[config.mk]
export PLATFORM = sky130hd
export DESIGN_NAME = sprite_blitter
export DESIGN_NICKNAME = d
export VERILOG_FILES = /design/src/rtl/sprite_blitter_pkg.sv /design/src/rtl/sprite_blitter_row_shift.sv /design/src/rtl/sprite_blitter.sv
export SDC_FILE = /design/constraint.sdc
export NUM_CORES = 1
export LEC_CHECK = 0
export BUFFER_PORTS_ARGS = -buffer_cell sky130_fd_sc_hd__buf_2
export CAP_MARGIN = 15
export CORE_MARGIN = 3
export CORE_UTILIZATION = 50
export CTS_CLUSTER_SIZE = 40
export DETAILED_ROUTE_END_ITERATION = 10
export PLACE_DENSITY = 0.87
export SLEW_MARGIN = 10
export SYNTH_ARGS = -nofsm -noshare
export SYNTH_HDL_FRONTEND = slang
export SYNTH_SLANG_ARGS = --single-unit
[constraint.sdc]
create_clock -name clk -period 2.55 [get_ports clk]
set_input_delay 0.51 -clock clk [delete_from_list [all_inputs] [get_ports clk]]
set_output_delay 0.51 -clock clk [all_outputs]
set_load 0.005 [all_outputs]
[src/rtl/sprite_blitter_pkg.sv]
// -----------------------------------------------------------------------------
// sprite_blitter_pkg
//   Shared definitions for the Chip-8 DXYN sprite blitter: default geometry of
//   the CPU memory and the byte-wide monochrome framebuffer, and the FSM state
//   encoding used by the blitter controller.
// -----------------------------------------------------------------------------
package sprite_blitter_pkg;

    // Default geometry: 4 KiB CPU memory, 64x32 pixel framebuffer stored as
    // 8 bytes per row, 32 rows -> 256 bytes.
    localparam int DEF_MEM_AW  = 12;
    localparam int DEF_FB_COLS = 64;
    localparam int DEF_FB_ROWS = 32;
    localparam int DEF_FB_AW   = 8;

    // Pixels packed per framebuffer byte; bit 7 is the leftmost pixel.
    localparam int PIX_PER_BYTE = 8;

    // Controller states. FB0* touch the byte holding the sprite's left edge,
    // FB1* the following byte when the sprite straddles a byte boundary.
    typedef enum logic [2:0] {
        ST_IDLE = 3'd0,
        ST_MEM  = 3'd1,
        ST_FB0R = 3'd2,
        ST_FB0W = 3'd3,
        ST_FB1R = 3'd4,
        ST_FB1W = 3'd5,
        ST_DONE = 3'd6
    } blit_state_t;

endpackage : sprite_blitter_pkg

[src/rtl/sprite_blitter_row_shift.sv]
// -----------------------------------------------------------------------------
// sprite_row_shift
//   Splits one 8-pixel sprite row across the two framebuffer bytes it may
//   overlap when drawn at a pixel offset within a byte.
//
// Ports
//   spr     in  8  sprite row, bit 7 = leftmost pixel
//   off     in  3  pixel offset of the sprite inside its first byte (x mod 8)
//   pat_hi  out 8  pixels landing in the first byte  (spr >> off)
//   pat_lo  out 8  pixels spilling into the next byte ((spr << (8-off)) mod 256)
// -----------------------------------------------------------------------------
module sprite_row_shift (
    input  logic [7:0] spr,
    input  logic [2:0] off,
    output logic [7:0] pat_hi,
    output logic [7:0] pat_lo
);

    // Shifting the row through a 16-bit window yields both halves at once;
    // with off = 0 the low half is naturally all zeros.
    logic [15:0] window;

    always_comb begin
        window = {spr, 8'h00} >> off;
    end

    assign pat_hi = window[15:8];
    assign pat_lo = window[7:0];

endmodule : sprite_row_shift

[src/rtl/sprite_blitter.sv]
// -----------------------------------------------------------------------------
// sprite_blitter
//   Executes Chip-8 DXYN. Fetches N sprite rows from CPU memory starting at I
//   (1-cycle read latency), XORs each row into the byte-wide framebuffer with
//   horizontal and vertical wrap, and reports whether any lit pixel was
//   turned off (VF). The CPU stalls while busy is high.
//
// Ports
//   clk         in   1       clock, all logic on rising edge
//   reset       in   1       synchronous, active-high
//   start       in   1       draw request, only looked at while idle
//   x, y        in   6/5     sprite origin, taken modulo framebuffer size
//   n           in   4       sprite height in rows (0 completes immediately)
//   i_addr      in   MEM_AW  sprite base address in CPU memory
//   busy        out  1       operation in progress (through the done cycle)
//   done        out  1       one-cycle pulse on the final cycle
//   collision   out  1       any set pixel cleared; held until next start
//   mem_en      out  1       CPU memory read enable
//   mem_addr    out  MEM_AW  CPU memory read address
//   mem_data    in   8       CPU memory read data, cycle after mem_en
//   fb_addr     out  FB_AW   framebuffer byte address {row, column byte}
//   fb_rd_data  in   8       framebuffer read data, cycle after fb_addr
//   fb_we       out  1       framebuffer write strobe
//   fb_wr_data  out  8       framebuffer write data, bit 7 = leftmost pixel
// -----------------------------------------------------------------------------
module sprite_blitter
    import sprite_blitter_pkg::*;
#(
    parameter int MEM_AW  = DEF_MEM_AW,
    parameter int FB_COLS = DEF_FB_COLS,
    parameter int FB_ROWS = DEF_FB_ROWS,
    parameter int FB_AW   = DEF_FB_AW
) (
    input  logic                       clk,
    input  logic                       reset,
    input  logic                       start,
    input  logic [$clog2(FB_COLS)-1:0] x,
    input  logic [$clog2(FB_ROWS)-1:0] y,
    input  logic [3:0]                 n,
    input  logic [MEM_AW-1:0]          i_addr,
    output logic                       busy,
    output logic                       done,
    output logic                       collision,
    output logic                       mem_en,
    output logic [MEM_AW-1:0]          mem_addr,
    input  logic [7:0]                 mem_data,
    output logic [FB_AW-1:0]           fb_addr,
    input  logic [7:0]                 fb_rd_data,
    output logic                       fb_we,
    output logic [7:0]                 fb_wr_data
);

    localparam int X_W  = $clog2(FB_COLS);
    localparam int Y_W  = $clog2(FB_ROWS);
    localparam int CB_W = X_W - $clog2(PIX_PER_BYTE);   // column-byte index width

    // ------------------------------------------------------------------
    // State and operand registers
    // ------------------------------------------------------------------
    blit_state_t       state_q, state_d;
    logic [X_W-1:0]    x_q;
    logic [Y_W-1:0]    y_q;
    logic [3:0]        n_q;
    logic [MEM_AW-1:0] i_q;
    logic [3:0]        row_q;
    logic [7:0]        spr_q;
    logic              coll_q;

    // ------------------------------------------------------------------
    // Derived addressing
    // ------------------------------------------------------------------
    logic [2:0]      off;
    logic [Y_W-1:0]  fb_row;
    logic [CB_W-1:0] col0, col1;
    logic            last_row;
    logic            row_advance;
    logic [7:0]      pat_hi, pat_lo, pat;
    logic            hit;

    assign off    = x_q[2:0];
    // Both sums wrap by width: vertical wrap over rows, horizontal wrap of
    // the second byte back to column byte 0 of the same row.
    assign fb_row = y_q + Y_W'(row_q);
    assign col0   = x_q[X_W-1:3];
    assign col1   = col0 + CB_W'(1);

    assign last_row    = ({1'b0, row_q} + 5'd1) == {1'b0, n_q};
    assign row_advance = ((state_q == ST_FB0W) && (off == 3'd0)) || (state_q == ST_FB1W);

    sprite_row_shift u_row_shift (
        .spr    (spr_q),
        .off    (off),
        .pat_hi (pat_hi),
        .pat_lo (pat_lo)
    );

    // ------------------------------------------------------------------
    // Next state and outputs
    // ------------------------------------------------------------------
    always_comb begin
        // NOTE: every output of this block gets a default before the case so no
        // path can leave one unassigned and infer a latch.
        state_d    = state_q;
        busy       = 1'b0;
        done       = 1'b0;
        mem_en     = 1'b0;
        mem_addr   = '0;
        fb_addr    = '0;
        fb_we      = 1'b0;
        fb_wr_data = '0;
        pat        = '0;

        case (state_q)
            ST_IDLE: begin
                if (start) begin
                    state_d = (n == 4'd0) ? ST_DONE : ST_MEM;
                end
            end

            ST_MEM: begin
                busy     = 1'b1;
                mem_en   = 1'b1;
                mem_addr = i_q + MEM_AW'(row_q);
                state_d  = ST_FB0R;
            end

            ST_FB0R: begin
                busy    = 1'b1;
                fb_addr = {fb_row, col0};
                state_d = ST_FB0W;
            end

            ST_FB0W: begin
                busy       = 1'b1;
                fb_addr    = {fb_row, col0};
                fb_we      = 1'b1;
                pat        = pat_hi;
                fb_wr_data = fb_rd_data ^ pat_hi;
                if (off != 3'd0) begin
                    state_d = ST_FB1R;
                end else begin
                    state_d = last_row ? ST_DONE : ST_MEM;
                end
            end

            ST_FB1R: begin
                busy    = 1'b1;
                fb_addr = {fb_row, col1};
                state_d = ST_FB1W;
            end

            ST_FB1W: begin
                busy       = 1'b1;
                fb_addr    = {fb_row, col1};
                fb_we      = 1'b1;
                pat        = pat_lo;
                fb_wr_data = fb_rd_data ^ pat_lo;
                state_d    = last_row ? ST_DONE : ST_MEM;
            end

            ST_DONE: begin
                busy    = 1'b1;
                done    = 1'b1;
                state_d = ST_IDLE;
            end

            default: begin
                state_d = ST_IDLE;
            end
        endcase
    end

    // A pixel set in both the framebuffer and the sprite is about to be cleared.
    assign hit = fb_we && (|(fb_rd_data & pat));

    // ------------------------------------------------------------------
    // Registers
    // ------------------------------------------------------------------
    always_ff @(posedge clk) begin
        // NOTE: state is updated with non-blocking assignments so every register
        // samples pre-edge values and evaluation order inside the block is irrelevant.
        if (reset) begin
            state_q <= ST_IDLE;
            x_q     <= '0;
            y_q     <= '0;
            n_q     <= '0;
            i_q     <= '0;
            row_q   <= '0;
            spr_q   <= '0;
            coll_q  <= 1'b0;
        end else begin
            state_q <= state_d;

            if ((state_q == ST_IDLE) && start) begin
                x_q    <= x;
                y_q    <= y;
                n_q    <= n;
                i_q    <= i_addr;
                row_q  <= '0;
                coll_q <= 1'b0;
            end

            // Memory data requested in ST_MEM is valid during ST_FB0R.
            if (state_q == ST_FB0R) begin
                spr_q <= mem_data;
            end

            if (hit) begin
                coll_q <= 1'b1;
            end

            if (row_advance) begin
                row_q <= row_q + 4'd1;
            end
        end
    end

    assign collision = coll_q;

endmodule : sprite_blitter

Word level (Yosys, flattened, before mapping) --
Index checks and enable logic that the tools add are counted. W data, S select, Z words.
Word-level totals: RAM bits 0, word-level logic and storage cells 57, flip-flop bits (word level) 43, memory bits (read-only) 0, input bits 46, memories 0, latch bits 0
Cells by class: $add $sub $neg 5, bitwise logic cells 3, multiplexer cells 17, shift operators 1, eq/ne operators 8, div/mod/pow operators 0, multipliers 0, reduce and logical (&&, ||, !) cells 15, order comparisons 0
Operator list (number):
- $pmux W8 S2 | 3
- $pmux W3 S6 | 1
- $shr A16 B3 Y16 | 1
- $xor A8 B8 Y8 | 2
- $add A12 B4 Y12 | 1
- $mux W12 | 1
- $mux W3 | 4
- $eq A3 B3 Y1 const B | 3
- $and A8 B8 Y8 | 1
- $mux W4 | 2
- $reduce_or A8 Y1 | 1
- $eq A3 B2 Y1 const B | 2
- $logic_not A3 Y1 | 2
- $mux W1 | 6
- $reduce_or A2 Y1 | 3
- $reduce_or A6 Y1 | 1
- $add A4 B1 Y5 const B | 1
- $add A5 B4 Y5 | 1
- $eq A5 B4 Y1 | 1
- $add A4 B1 Y4 const B | 1
- $logic_not A4 Y1 | 1
- $reduce_bool A2 Y1 | 2
- $add A3 B1 Y3 const B | 1
- $eq A3 B1 Y1 const B | 1
- 4 further kinds | 6

Depth between registers and ports, before layout --
depth in word-level cells 6, mapped depth 7, depth with buffers taken out 7

Hierarchy --
From an unflattened synthesis, not the netlist that was laid out.
Unflattened totals: cells, all modules 385, area total of the unflattened synthesis 3017.9 µm²
Modules (own cells, without submodules):
- sprite_blitter | cells an instance 341, area each 2687.6 µm², instances 1, sequential area each 860.8 µm²
- sprite_row_shift | cells an instance 44, area each 330.3 µm², instances 1, sequential area each 0.0 µm²

Worst setup path before layout --
Ideal clock, no wire load.
kind flip-flop to output port, start point register row_q[0], end point output mem_addr[8], cell stages (with the launch flop) 8, arrival time 1.738 ns, required time 2.040 ns, path buffers 0, slack 0.302 ns, path through dfxtp_1 > ha_1 > fa_1 > a21o_1 > a21oi_1 > nor3b_1 > xnor2_1 > nor2_1
Between the ends: cells in the longest elaborated chain, start to end 2
Ends and longest elaborated chain:
- start, declared | RTL line sprite_blitter.sv:65 | logic [3:0] row_q;
- start signal, assigned | RTL line sprite_blitter.sv:213 | row_q <= row_q + 4'd1;
- $add A12 B4 Y12 | RTL line sprite_blitter.sv:123 | mem_addr = i_q + MEM_AW'(row_q);
- $mux W12 | RTL line sprite_blitter.sv:113 | case (state_q)
- end, declared | RTL line sprite_blitter.sv:45 | output logic [MEM_AW-1:0] mem_addr,
No other way between the ends.

Worst setup path after layout --
start point register i_q[1], end point output mem_addr[9]
Between the ends: cells in the longest elaborated chain, start to end 2
Ends and longest elaborated chain:
- start, declared | RTL line sprite_blitter.sv:64 | logic [MEM_AW-1:0] i_q;
- start signal, assigned | RTL line sprite_blitter.sv:198 | i_q <= i_addr;
- $add A12 B4 Y12 | RTL line sprite_blitter.sv:123
- $mux W12 | RTL line sprite_blitter.sv:113
No other way between the ends.

==> flow_summary.ini <==
[drt]
drt_wl_total_mm = 8.53
firstDrtPassIters = 4
drc_errors = 0
drt_iter0_markers = 149
vias = 3309
antenna_left = 0
wl_per_cell_um = 15.2
avgViaCountPerCell = 5.89

[cells_and_area]
fin_cells = 562
drive_gt1_frac = 0.302
n_fill_cell = 506
nNetsFinal = 547
final-seq-area_um2 = 872
multiInputGateArea_um2 = 2210
syn2layout_area_growth_pct = 25.9
diodes = 0

[sta]
period_share = 1.03
setup_slack_ns = -0.0695
slew_viol_final = 0
grt_setup_unrepaired = true
fmax_mhz = 382
clock_skew_ns = 0.00494
final-hold-violation-count = 0
worstMarginPinSlew_ns = 0.652
finalCriticalPeriod_ns = 2.62
setup_viol_count_final = 2
relSlewSlack = 0.561

[run]
cap_viol_max_count = 0

[cts]
numCtsBuffers = 5
path_clk_slew_ns = 0.08
root_buffer = clkbuf_8
clockBufferDepth = 2
cts_tree = built
numClockSinks = 43
clock_latency_ns = 0.30
htree_levels = 2
postCtsHoldBufs = 0

[setup_path]
crit_type = flop to output port
crit_fanout = 7
cp.required_ns = 2.04
startpoint_type = flop
cp-end-kind = output port
cp_slowest_cell = or4_1
critPathMaxStageDelay_ns = 0.44
path_cells = ha_4 > a21o_1 > a21o_1 > a21oi_4 > or4_1 > a21oi_1 > buf_2
arrival_ns = 2.11
cpMostUsedCell = a21o_1

[floorplan]
io_pins = 79
die-area_um2 = 7220
fp.dieH_um = 85.0
core_um2 = 5990
row_count = 28
start_util = 0.520
dieWidth_um = 85.0

[placed_design]
place.port_buffers = 78
dp_cells = 545
pre_cts_slack_ns = 0.187
place_congestion = 0.915
dpl.hpwl_mm = 6.07

[yosys]
ys_seq_elements = 43
netlist_instances = 400
synth_edf_count = 0
syn_avg_cell_area_um2 = 7.79
netlist-cell-type-count = 58
synth_fp_nets = 461
ys_warn_count = 0
syn_area_um2 = 3120
yosysSeqAreaShare = 0.276
async_reset_ff_frac = 0
synthFlopType = dfxtp_1

[global_route]
track_usage = 0.232
grt_max_degree = 29
grt.overflow.total = 0
antenna_found_initial = 0
grt_pass1_vias = 3121
grt_pass1_wl_mm = 13.9

[status]
outcome = finished with violations
violations = setup timing

[pwr]
p_leak_nw = 1.73
powerDensity_nw_per_um2 = 474
ir_drop_v = 0.000370

[min_path]
hold_class = input port to flop
-- cell families after synthesis --
group,count (synthesis),share of synthesized area
xor+xnor,14,0.0393
mux,24,0.106
buf+inv,32,0.0449
fa+ha+maj,15,0.0650
compound gates,104,0.209
simple gates,168,0.259
flops,43,0.276
-- cell usage after synthesis, types with 7 or more instances --
| library cell | instances | area share |
|---|---|---|
| o21ai_1 | 7 | 0.011 |
| mux2i_1 | 14 | 0.045 |
| nand3_1 | 12 | 0.019 |
| dfxtp_1 | 43 | 0.28 |
| nor3_1 | 12 | 0.019 |
| clkbuf_1 | 13 | 0.016 |
| nor2_1 | 34 | 0.041 |
| xnor2_1 | 11 | 0.031 |
| buf_2 | 10 | 0.016 |
| a21o_1 | 10 | 0.024 |
| mux4_2 | 7 | 0.051 |
| ha_1 | 13 | 0.052 |
| nand2_1 | 69 | 0.083 |
| a21oi_1 | 53 | 0.085 |
-- path summary, 6_finish.rpt --
check	endpoint	slack, ns	startpoint	cells past startpoint
setup / recovery	mem_addr[9]	-0.07	i_q[1]$_SDFFE_PP0P_	7
hold / removal	spr_q[0]$_SDFFE_PP0P_	0.44	mem_data[0]	3
setup reg to reg	collision$_SDFFE_PP0P_	0.51	x_q[0]$_SDFFE_PP0P_	6
hold reg to reg	y_q[4]$_SDFFE_PP0P_	0.47	y_q[4]$_SDFFE_PP0P_	2
-- stage by stage --
step | utilization | power [mW] | TNS (ns) | hold slack [ns] | instance area (µm²)
after floorplan | - | 1.08 | 0 | 0.441 | 3120
after global placement | 0.604 | 1.21 | 0 | 0.450 | 3620
after detailed placement | 0.604 | 1.22 | 0 | 0.453 | 3620
after CTS | 0.630 | 1.85 | 0 | 0.439 | 3770
after global routing | 0.655 | 1.97 | -0.425 | 0.449 | 3930
final | 0.655 | 1.86 | -0.0950 | 0.444 | 3930
-- area by class of cell --
type	instances	share of cell area
clock inverter	2	0.0153
inverter	7	0.00669
multi-input combinational	325	0.562
sequential	43	0.222
tap	75	0.0239
timing repair buffer	104	0.151
clock buffer	6	0.0185
-- registers in the layout, summed over array words and instances, names as in the netlist --
signal / flops
collision: 1
n_q: 4
i_q: 12
row_q: 4
x_q: 6
state_q: 3
y_q: 5
spr_q: 8
-- routing by layer --
| metal | GRT usage | wire length (µm) | part of all wire |
|---|---|---|---|
| met5 | 0 | 0 | 0 |
| met4 | 0.0950 | 262 | 0.031 |
| met3 | 0.0417 | 604 | 0.071 |
| met2 | 0.417 | 4310 | 0.50 |
| met1 | 0.270 | 3360 | 0.39 |
-- worst max-delay path, delay by kind of cell, from the launching register on --
kind / cells / cell delay [ns]
compound gates: 4 / 0.62
simple gates: 1 / 0.44
buf+inv: 1 / 0.16
fa+ha+maj: 1 / 0.25
flops: 1 / 0.34
-- report_power, final --
group / switching, mW / internal, mW
Combinational: 0.251 / 0.202
Sequential: 0.0611 / 0.722
Clock: 0.235 / 0.391
Total: 0.547 / 1.32
-- cells in the final DEF (no fill, tap or decap), types with 4 or more instances in the layout --
cell type and n:
buf_2 78, nand2_1 69, a21oi_1 48, dfxtp_1 38, nor2_1 32, buf_4 22, mux2i_1 14, nand3_1 12
nor3_1 12, xnor2_1 11, a21o_1 10, ha_1 10, o21ai_1 8, mux4_2 7, and2_1 6, inv_1 6
nand3b_1 6, and3_1 5, clkbuf_8 5, a21oi_2 4, or3_1 4, o21ai_0 4, o211a_1 4
-- repair_timing --
action,CTS,global route
buffers inserted,2,8
pin swaps,2,16
resized for setup,8,23
setup endpoints to repair,13,15
Note: power is estimated with default switching activity, not from simulation.
